[src/rtl/fifo_uart_sched.sv]
`default_nettype none
// ============================================================================
//  Module      : fifo_uart_sched
//  Description : Drains the capture FIFO into the UART as framed packets:
//                header byte, up to BURST_LEN payload bytes, then a trailer
//                byte holding the payload count. A frame starts on FIFO
//                almost-full or after data has waited TIMEOUT cycles.
//  Revision    : 1.0 - initial release
// ============================================================================
module fifo_uart_sched #(
    parameter logic [7:0]  HEADER    = 8'hA5,
    parameter int unsigned BURST_LEN = 16,
    parameter int unsigned TIMEOUT   = 1000
) (
    input  logic       clk,
    input  logic       rst,
    output logic       fifo_rd_en,
    input  logic [7:0] fifo_rd_DATA,
    input  logic       fifo_rd_empty,
    input  logic       fifo_wr_almost_full,
    output logic [7:0] tx_DATA,
    output logic       tx_start,
    input  logic       tx_busy,
    output logic       frame_active
);

    localparam logic [2:0] S_IDLE  = 3'd0;
    localparam logic [2:0] S_HDR   = 3'd1;
    localparam logic [2:0] S_POP   = 3'd2;
    localparam logic [2:0] S_LATCH = 3'd3;
    localparam logic [2:0] S_SEND  = 3'd4;
    localparam logic [2:0] S_TRL   = 3'd5;

    localparam logic [7:0]  c_burst_len = 8'(BURST_LEN);
    localparam logic [15:0] c_timeout   = 16'(TIMEOUT);

    logic [2:0]  r_state;
    logic [15:0] r_wait_cnt;
    logic [7:0]  r_pay_cnt;
    logic [7:0]  r_tx_data;
    logic        r_tx_start;
    logic        r_rd_en;
    logic        r_frame_active;

    logic [2:0]  w_state_nxt;
    logic [15:0] w_wait_nxt;
    logic [7:0]  w_pay_nxt;
    logic [7:0]  w_tx_data_nxt;
    logic        w_tx_start_nxt;
    logic        w_rd_en_nxt;
    logic        w_can_start;
    logic        w_trigger;

    // Every output is a flop. A start is decided one cycle ahead from the
    // current tx_busy; that is safe because tx_busy only rises after a start
    // we issued. The byte-sending states hold while their start is on the
    // wire, then advance, so starts can never be back to back.

    // Next-state, next-output and counter logic
    always_comb begin
        w_state_nxt    = r_state;
        w_wait_nxt     = r_wait_cnt;
        w_pay_nxt      = r_pay_cnt;
        w_tx_data_nxt  = r_tx_data;
        w_tx_start_nxt = 1'b0;
        w_rd_en_nxt    = 1'b0;
        w_can_start    = !tx_busy && !r_tx_start;
        w_trigger      = fifo_wr_almost_full ||
                         (!fifo_rd_empty && (r_wait_cnt == c_timeout));

        case (r_state)
            S_IDLE: begin
                if (fifo_rd_empty) begin
                    w_wait_nxt = 16'd0;
                end else if (r_wait_cnt != c_timeout) begin
                    w_wait_nxt = r_wait_cnt + 16'd1;
                end
                if (w_trigger) begin
                    w_state_nxt   = S_HDR;
                    w_wait_nxt    = 16'd0;
                    w_pay_nxt     = 8'd0;
                    w_tx_data_nxt = HEADER;
                    if (w_can_start) begin
                        w_tx_start_nxt = 1'b1;
                    end
                end
            end
            S_HDR: begin
                if (r_tx_start) begin
                    w_state_nxt = S_POP;
                end else if (w_can_start) begin
                    w_tx_start_nxt = 1'b1;
                end
            end
            S_POP: begin
                if (!tx_busy) begin
                    if (!fifo_rd_empty && (r_pay_cnt < c_burst_len)) begin
                        w_rd_en_nxt = 1'b1;
                        w_state_nxt = S_LATCH;
                    end else begin
                        w_tx_data_nxt = r_pay_cnt;
                        w_state_nxt   = S_TRL;
                    end
                end
            end
            S_LATCH: begin
                // The pop strobe is on the wire this cycle; the word shows up
                // on fifo_rd_DATA next cycle and is captured in SEND.
                w_pay_nxt   = r_pay_cnt + 8'd1;
                w_state_nxt = S_SEND;
            end
            S_SEND: begin
                if (r_tx_start) begin
                    w_state_nxt = S_POP;
                end else if (w_can_start) begin
                    w_tx_data_nxt  = fifo_rd_DATA;
                    w_tx_start_nxt = 1'b1;
                end
            end
            S_TRL: begin
                if (r_tx_start) begin
                    w_state_nxt = S_IDLE;
                end else if (w_can_start) begin
                    w_tx_start_nxt = 1'b1;
                end
            end
            default: begin
                w_state_nxt = S_IDLE;
            end
        endcase
    end

    // State, counters and registered outputs
    always_ff @(posedge clk) begin
        if (rst) begin
            r_state        <= S_IDLE;
            r_wait_cnt     <= 16'd0;
            r_pay_cnt      <= 8'd0;
            r_tx_data      <= 8'h00;
            r_tx_start     <= 1'b0;
            r_rd_en        <= 1'b0;
            r_frame_active <= 1'b0;
        end else begin
            r_state        <= w_state_nxt;
            r_wait_cnt     <= w_wait_nxt;
            r_pay_cnt      <= w_pay_nxt;
            r_tx_data      <= w_tx_data_nxt;
            r_tx_start     <= w_tx_start_nxt;
            r_rd_en        <= w_rd_en_nxt;
            r_frame_active <= (w_state_nxt != S_IDLE);
        end
    end

    assign fifo_rd_en   = r_rd_en;
    assign tx_DATA      = r_tx_data;
    assign tx_start     = r_tx_start;
    assign frame_active = r_frame_active;

endmodule
`default_nettype wire

[config.mk]
export PLATFORM = sky130hd
export DESIGN_NAME = fifo_uart_sched
export DESIGN_NICKNAME = d
export VERILOG_FILES = /design/src/rtl/fifo_uart_sched.sv
export SDC_FILE = /design/constraint.sdc
export NUM_CORES = 1
export LEC_CHECK = 0
export CELL_PAD_IN_SITES_DETAIL_PLACEMENT = 2
export CELL_PAD_IN_SITES_GLOBAL_PLACEMENT = 2
export CORE_AREA = 2 2 81 83
export CTS_BUF_LIST = sky130_fd_sc_hd__clkbuf_2
export DETAILED_ROUTE_END_ITERATION = 8
export DIE_AREA = 0 0 83 85
export PLACE_DENSITY = 0.76
export SYNTH_ARGS = -nofsm -noshare
export SYNTH_HDL_FRONTEND = slang
export SYNTH_SLANG_ARGS = --single-unit
[constraint.sdc]
create_clock -name clk -period 2.4 [get_ports clk]
set_clock_uncertainty 0.15 [all_clocks]
set_input_delay 0.36 -clock clk [delete_from_list [all_inputs] [get_ports clk]]
set_output_delay 0.36 -clock clk [all_outputs]
set_load 0.02 [all_outputs]
# Word level (Yosys, flattened, before mapping)
# Cells that the tools add are included.
# word_totals
n_memories,0
latchBits,0
wordCells,63
ramBits,0
regBits,38
out_inout_bits,11
mem_bits_ro,0
in_bits,13
# classes
n_shift,0
n_addsub,2
n_mul,0
eq_ne,12
reduce_logical,18
n_mux,22
order_cmp,1
bitwise,1
div,0
# ops
operator,count
16-bit 2-to-1 mux,3
8-bit 2-to-1 mux,6
8-bit one-hot mux with 3 select lines,1
"16-bit by 1-bit adder with 16-bit output, second input constant",1
"16-bit by 10-bit == test with 1-bit output, second input constant",1
"16-bit by 10-bit != test with 1-bit output, second input constant",1
8-bit one-hot mux with 2 select lines,1
3-bit 2-to-1 mux,5
3-bit one-hot mux with 5 select lines,1
"2-bit != test, second input constant",5
3-bit nonzero test,3
"8-bit by 1-bit adder with 8-bit output, second input constant",1
"8-bit by 5-bit < comparator with 1-bit output, second input constant",1
"3-bit by 2-bit == test with 1-bit output, second input constant",2
"3-bit == test, second input constant",2
6-bit AND reduction,1
3-bit OR reduction,2
1-bit 2-to-1 mux,4
2-bit AND reduction,2
"3-bit by 1-bit == test with 1-bit output, second input constant",1
1-bit logical AND,3
1-bit zero test,3
3-bit zero test,1
1-bit one-hot mux with 2 select lines,1
4 further kinds,4

# Longest topological paths before layout
# Gate-level depths: netlist of run 1.
# logic_depth
word_depth,6
depth_mapped,8
depth_no_buf,7

# Worst setup path before layout of run 1
# OpenSTA, ideal clock, no wires.
# synth_path
kind,register to register
start,register r_wait_cnt[11]
end,register r_tx_data[1] (netlist: tx_DATA[1])
path_stages_with_launch,6
synth_period_minus_slack_ps,2215
required_ps,2129
setup_slack_ps,185
n_path_buf,0
setup_time_ps,121
arrival_ps,1944
cell_sequence,dfxtp_1 -> or4_4 -> nor4_4 -> a211o_4 -> nand2_4 -> mux2_4
# synth_via
elab_chain_len,5
# synth_lines
item,line_no,source
start: declaration,38,logic [15:0] r_wait_cnt;
start signal: assignment,145,r_wait_cnt <= w_wait_nxt;
16-bit by 10-bit == test with 1-bit output,69,(!fifo_rd_empty && (r_wait_cnt == c_timeout));
1-bit logical AND,69,
1-bit logical OR,68,w_trigger = fifo_wr_almost_full ||
2-bit != test (no line),-,
6-bit AND reduction (no line),-,
end signal: assignment,147,r_tx_data <= w_tx_data_nxt;
end: declaration,40,logic [7:0] r_tx_data;
# Every way passes these cells.
# A chain may end at the register's enable or synchronous reset.

# Final worst setup path of run 1
# layout_path
start,register r_wait_cnt[11]
end,register r_tx_data[4] (netlist: tx_DATA[4])
# Same word-level chain as after synthesis.

==> results of run 1 <==
[flip-flops by register name, summed over array words and instances (netlist names)]
signal	cells
r_wait_cnt	16
r_pay_cnt	8
tx_DATA	8
r_state	3
fifo_rd_en	1
frame_active	1
tx_start	1
[synthesized netlist by cell type, types with 4 or more instances]
cell type,instances,area share [%]
a311oi_1,4,1.7
mux2_4,4,2.9
nand2b_1,4,1.2
nor3_1,9,2.2
nor2_1,20,3.6
dfxtp_1,38,37
clkbuf_1,13,2.4
a211oi_1,4,1.5
a21oi_1,31,7.5
nand4_1,6,1.8
nand3_1,12,2.9
nor2b_1,6,1.8
inv_1,10,1.8
mux2i_1,9,4.4
a22oi_1,4,1.5
o22ai_1,4,1.2
nand2_1,19,3.5
o21ai_0,5,1.2
[area by class of cell]
cell class	count	area, sq um	area share, %
well taps	77	96.3	3.79
clock buffers	7	35.0	1.38
multi-input cells	186	1220	47.9
flip-flops and latches	38	761	29.9
repair buffers	45	395	15.5
inverters	10	37.5	1.48
[critical path, stage by stage (launching register included)]
cell,delay [ns]
dfxtp_1,0.37
or4_4,0.55
nor4_4,0.30
buf_4,0.22
a211o_4,0.20
nand2_4,0.09
mux2_4,0.32
[power groups by stage]
stage	Combinational [uW]	Sequential, uW	Clock, uW
floorplan	109	682	0
global placement	222	672	0
detailed placement	224	673	0
CTS	226	660	307
global route	244	663	331
finish	224	660	295
[logic make-up (layout without fill, tap and decap cells)]
| logic type | count (synthesis) | count (layout) |
|---|---|---|
| buffers and inverters | 24 | 62 |
| muxes | 14 | 14 |
| AOI/OAI and AO/OA | 68 | 68 |
| adders and majority gates | 3 | 3 |
| and+or+nand+nor | 101 | 101 |
| DFF | 38 | 38 |
[worst max-delay path by stage]
stage          slack (ns)    endpoint  cells past startpoint            from
2_1_floorplan        0.19  tx_DATA[1]                      5  r_wait_cnt[11]
6_report             0.11  tx_DATA[4]                      6  r_wait_cnt[11]
4_1_cts               0.1  tx_DATA[4]                      6  r_wait_cnt[11]
3_5_place_dp         0.11  tx_DATA[0]                      7   fifo_rd_empty
5_1_grt              0.03  tx_DATA[3]                      6   r_wait_cnt[4]
3_3_place_gp         0.13  tx_DATA[1]                      6   fifo_rd_empty
[metrics by stage]
stage               cell area (sq um)  hold WS, ns
floorplan                        2060        0.304
global placement                 2510        0.312
detailed placement               2510        0.329
CTS                              2540        0.353
global route                     2540        0.379
finish                           2540        0.347
[routing by layer]
metal  wire length (microns)  up-vias
met5                       0        -
met4                      67        0
met3                     149        6
met2                    3280       25
met1                    2840      995
li1                        -      992
==> flow_summary.yaml, run 1 <==
outcome:
  status: "finished clean"
run:
  drv_cap: 0
cells_and_area:
  nets: 302
  drive_gt1_share_pct: 16.8
  antenna-diode-count: 0
  final_cell_mix: "dfxtp_1 (38), a21oi_1 (31), clkdlybuf4s50_1 (23)"
  final_cells: 363
  final_common_cell: "dfxtp_1"
  nFillCells: 721
  final_util_pct: 41.0
  syn_to_final_growth_pct: 23.2
yosys:
  yosysWarnings: 0
  synth_compound_area_share_pct: 21.8
  synth_nets: 264
  synth-seq-cells: 38
  synth_mux_area_share_pct: 7.82
  ys_async_sr_fraction_pct: 0
  synth.avg_cell_area_sq_um: 8.32
  synth_cell_types: 50
  synth_top_family_by_area: "simple AND/OR/NAND/NOR gates"
  synth_xor_area_share_pct: 0
  synthAdderAreaFrac_pct: 1.82
  netlist_instances: 248
  syn-cell-area_sq_mm: 0.00206
  ys_seq_area_share_pct: 36.8
  synth_flop_cell: "dfxtp_1"
  synth_edf_count: 0
  synthSimpleGateAreaFrac_pct: 27.3
detailed_routing:
  vias: 2018
  totalWireLength_microns: 6340
  viasPerCell: 5.56
  dr.first_iter.drc_count: 94
  avgRoutedWirePerCell_microns: 17.5
  drc: 0
  ant_nets: 0
  drtPass1Iterations: 4
worst_hold_path:
  hold_path_depth: 1
  hold_class: "register to register"
  hp-start: "r_wait_cnt[11]"
  whs_endpoint: "r_wait_cnt[11]"
worst_setup_path:
  crit_type: "register to register"
  crit_required_ns: 2.56
  crit_path_max_fanout: 9
  r2r-start: "r_wait_cnt[11]"
  rr_worst_depth: 6
  startpoint_type: "register"
  end_kind: "register"
  ff2ff_setup_slack_ns: 0.11
  worstPathArrival_ns: 2.44
  r2r_end: "tx_DATA[4]"
power:
  p_leak_uw: 0.000889
  power_uw: 1180
  p_sw_uw: 355
  p_int_uw: 825
  swShare_pct: 30.1
  seq_power_share_pct: 55.9
  peakVddDrop_uv: 191
  p_per_area_mw_per_mm2: 464
  pwr-share-clk_pct: 25.1
  p_comb_share_pct: 19.0
global_route:
  grt_usage_pct: 18.6
  grt_first_pass_wirelength_microns: 10700
  grt-busiest-layer: "met2"
  use_met1_pct: 22.5
  grt_pass1_vias: 2116
  use_met2_pct: 34.2
  grt-ovfl-total: 0
  antenna_found_initial: 0
  use_met3_pct: 3.31
  grt_max_degree: 23
floorplanning:
  start_util_pct: 33.3
  die_h_microns: 85
  dieArea_sq_mm: 0.00706
  core_area_sq_mm: 0.00620
  fp.dieW_microns: 83
  pin_count: 24
  rows: 29
timing:
  maxSlewViolCount: 0
  finalHoldViolCount: 0
  setup_ws_ns: 0.112
  fin_setup_tns_ns: 0
  setup_viol: 0
  slew-limit-headroom_pct: 44.1
  tightest_slew_ns: 0.836
  period_needed_ns: 2.29
  post-route-period-util_pct: 95.3
  grt_setup_unrepaired: "false"
  fmax_mhz: 437
place:
  dp_slack_ns: 0.112
  port_buffers: 23
  routabilityCongestion: 0.738
  place_inst: 356
  dp_hpwl_microns: 4790
clocking:
  insertion_delay_ns: 0.39
  htreeDepth: 2
  cts_made_buffers: 5
  clkTransAtPathRegs_ns: 0.19
  ctsLongestPathBuffers: 2
  root_buffer: "clkbuf_2"
  post_cts_buffers: 0
  cts-resized-gates: 0
  cts_tree: "built"
  clock-sinks: 38
  cts_hold_buf: 0
(Power assumes the default switching activity.)
==> run 2: changes to the inputs <==
--- a/config.mk
+++ b/config.mk
@@ -12,6 +12,7 @@
 export DETAILED_ROUTE_END_ITERATION = 8
 export DIE_AREA = 0 0 83 85
 export PLACE_DENSITY = 0.76
+export SKIP_CTS_REPAIR_TIMING = 1
 export SYNTH_ARGS = -nofsm -noshare
 export SYNTH_HDL_FRONTEND = slang
 export SYNTH_SLANG_ARGS = --single-unit
==> results of run 2 <==
Final layout, timing and power as in run 1 (identical DEF).
==> run 3: changes to the inputs <==
--- a/config.mk
+++ b/config.mk
@@ -7,11 +7,11 @@
 export LEC_CHECK = 0
 export CELL_PAD_IN_SITES_DETAIL_PLACEMENT = 2
 export CELL_PAD_IN_SITES_GLOBAL_PLACEMENT = 2
-export CORE_AREA = 2 2 81 83
+export CORE_AREA = 2 2 80 82
 export CTS_BUF_LIST = sky130_fd_sc_hd__clkbuf_2
 export DETAILED_ROUTE_END_ITERATION = 8
-export DIE_AREA = 0 0 83 85
-export PLACE_DENSITY = 0.76
+export DIE_AREA = 0 0 82 84
+export PLACE_DENSITY = 0.78
 export SKIP_CTS_REPAIR_TIMING = 1
 export SYNTH_ARGS = -nofsm -noshare
 export SYNTH_HDL_FRONTEND = slang
==> run 3 against run 2 <==
- power is 0.79% higher
- setup slack worse by 0.096 ns
- largest power group unchanged
- non-clock buffer count is 12 higher
==> flow_summary.yaml, run 3 (same netlist as run 1, synthesis figures left out) <==
outcome:
  status: "finished clean"
global_route:
  grt_first_pass_wirelength_microns: 12000
  grt_max_degree: 31
  antenna_found_initial: 0
  grt_usage_pct: 22.6
  grt-ovfl-total: 0
  grt_pass1_vias: 2282
  use_met3_pct: 3.90
  use_met1_pct: 28.3
  use_met2_pct: 40.0
  grt-busiest-layer: "met2"
clocking:
  clock-sinks: 38
  cts_made_buffers: 5
  clkTransAtPathRegs_ns: 0.22
  insertion_delay_ns: 0.40
  ctsLongestPathBuffers: 2
  root_buffer: "clkbuf_2"
  cts_tree: "built"
  htreeDepth: 2
timing:
  grt_setup_unrepaired: "true"
  maxSlewViolCount: 0
  post-route-period-util_pct: 99.3
  period_needed_ns: 2.38
  tightest_slew_ns: 0.883
  fmax_mhz: 420
  fin_setup_tns_ns: 0
  setup_viol: 0
  fin_hold_ws_ns: 0.381
  finalHoldViolCount: 0
  slew-limit-headroom_pct: 40.9
cells_and_area:
  largest_register_ffs: 16
  nets: 314
  antenna-diode-count: 0
  drive_gt1_share_pct: 20.4
  syn_to_final_growth_pct: 28.4
  final_cell_mix: "dfxtp_1 (36), buf_4 (34), a21oi_1 (31)"
  top_register: "r_wait_cnt"
  final_common_cell: "dfxtp_1"
detailed_routing:
  ant_nets: 0
  dr.first_iter.drc_count: 76
  vias: 2082
  drtPass1Iterations: 4
  drc: 0
  viasPerCell: 5.54
  totalWireLength_microns: 7350
  avgRoutedWirePerCell_microns: 19.5
worst_hold_path:
  hold_class: "register to register"
run:
  drv_cap: 0
power:
  p_leak_uw: 0.000956
  peakVddDrop_uv: 184
  p_per_area_mw_per_mm2: 448
  power_uw: 1190
place:
  dp_hpwl_microns: 5510
  routabilityCongestion: 0.763
  port_buffers: 23
floorplanning:
  start_util_pct: 33.9
  rows: 29
  dieArea_sq_mm: 0.00689
  core_area_sq_mm: 0.00610
  pin_count: 24
  fp.dieW_microns: 82
  die_h_microns: 84
worst_setup_path:
  startpoint_type: "register"
  end_kind: "register"
  worstPathArrival_ns: 2.56
  crit_path_max_fanout: 5
  crit_type: "register to register"
  crit_required_ns: 2.58
[run 3: stage by stage]
stage | cells | worst slack (ns) | instance area, sq um | util [%]
final | 376 | 0.0163 | 2650 | 43.5
after global routing | 376 | -0.0311 | 2650 | 43.5
after CTS | 371 | -0.0816 | 2600 | 42.6
after global placement | 363 | 0.0290 | 2560 | 42.0
after floorplan | 248 | 0.185 | 2060 | -
after detailed placement | 363 | -0.0302 | 2560 | 42.0
[run 3: layout make-up]
cell class	count	area [sq um]
Tap cell	77	96.3
Fill cell	703	3440
Clock inverter	3	11.3
Multi-Input combinational cell	186	1230
Timing Repair Buffer	57	485
Inverter	10	37.5
Sequential cell	38	763
Clock buffer	5	25.0
[run 3: final timing paths]
path              slack [ns]             end  cells past startpoint      startpoint
hold / removal          0.38  r_wait_cnt[14]                      1  r_wait_cnt[14]
setup reg to reg        0.02      tx_DATA[1]                      6   r_wait_cnt[4]
hold reg to reg         0.38  r_wait_cnt[14]                      1  r_wait_cnt[14]
setup / recovery        0.02      tx_DATA[1]                      6   r_wait_cnt[4]
[run 3: metal layers]
| layer | wire [microns] | up-vias | part of all wire (%) |
|---|---|---|---|
| li1 | - | 1021 | - |
| met1 | 3310 | 1033 | 45 |
| met2 | 3840 | 22 | 52 |
| met3 | 145 | 6 | 2.0 |
| met4 | 57 | 0 | 0.78 |
| met5 | 0 | - | 0 |
[run 3: power breakdown]
part	total [uW]	switching, uW	internal (uW)
sequential	658	9.96	648
clock	293	230	62.3
combinational	238	133	106
[run 3: critical path: stages (launching register included)]
cell and delay (ns):
dfxtp_2 0.38, or4b_4 0.55, nor4_4 0.41, buf_4 0.22
a211o_4 0.17, nand2_4 0.09, mux2_4 0.33
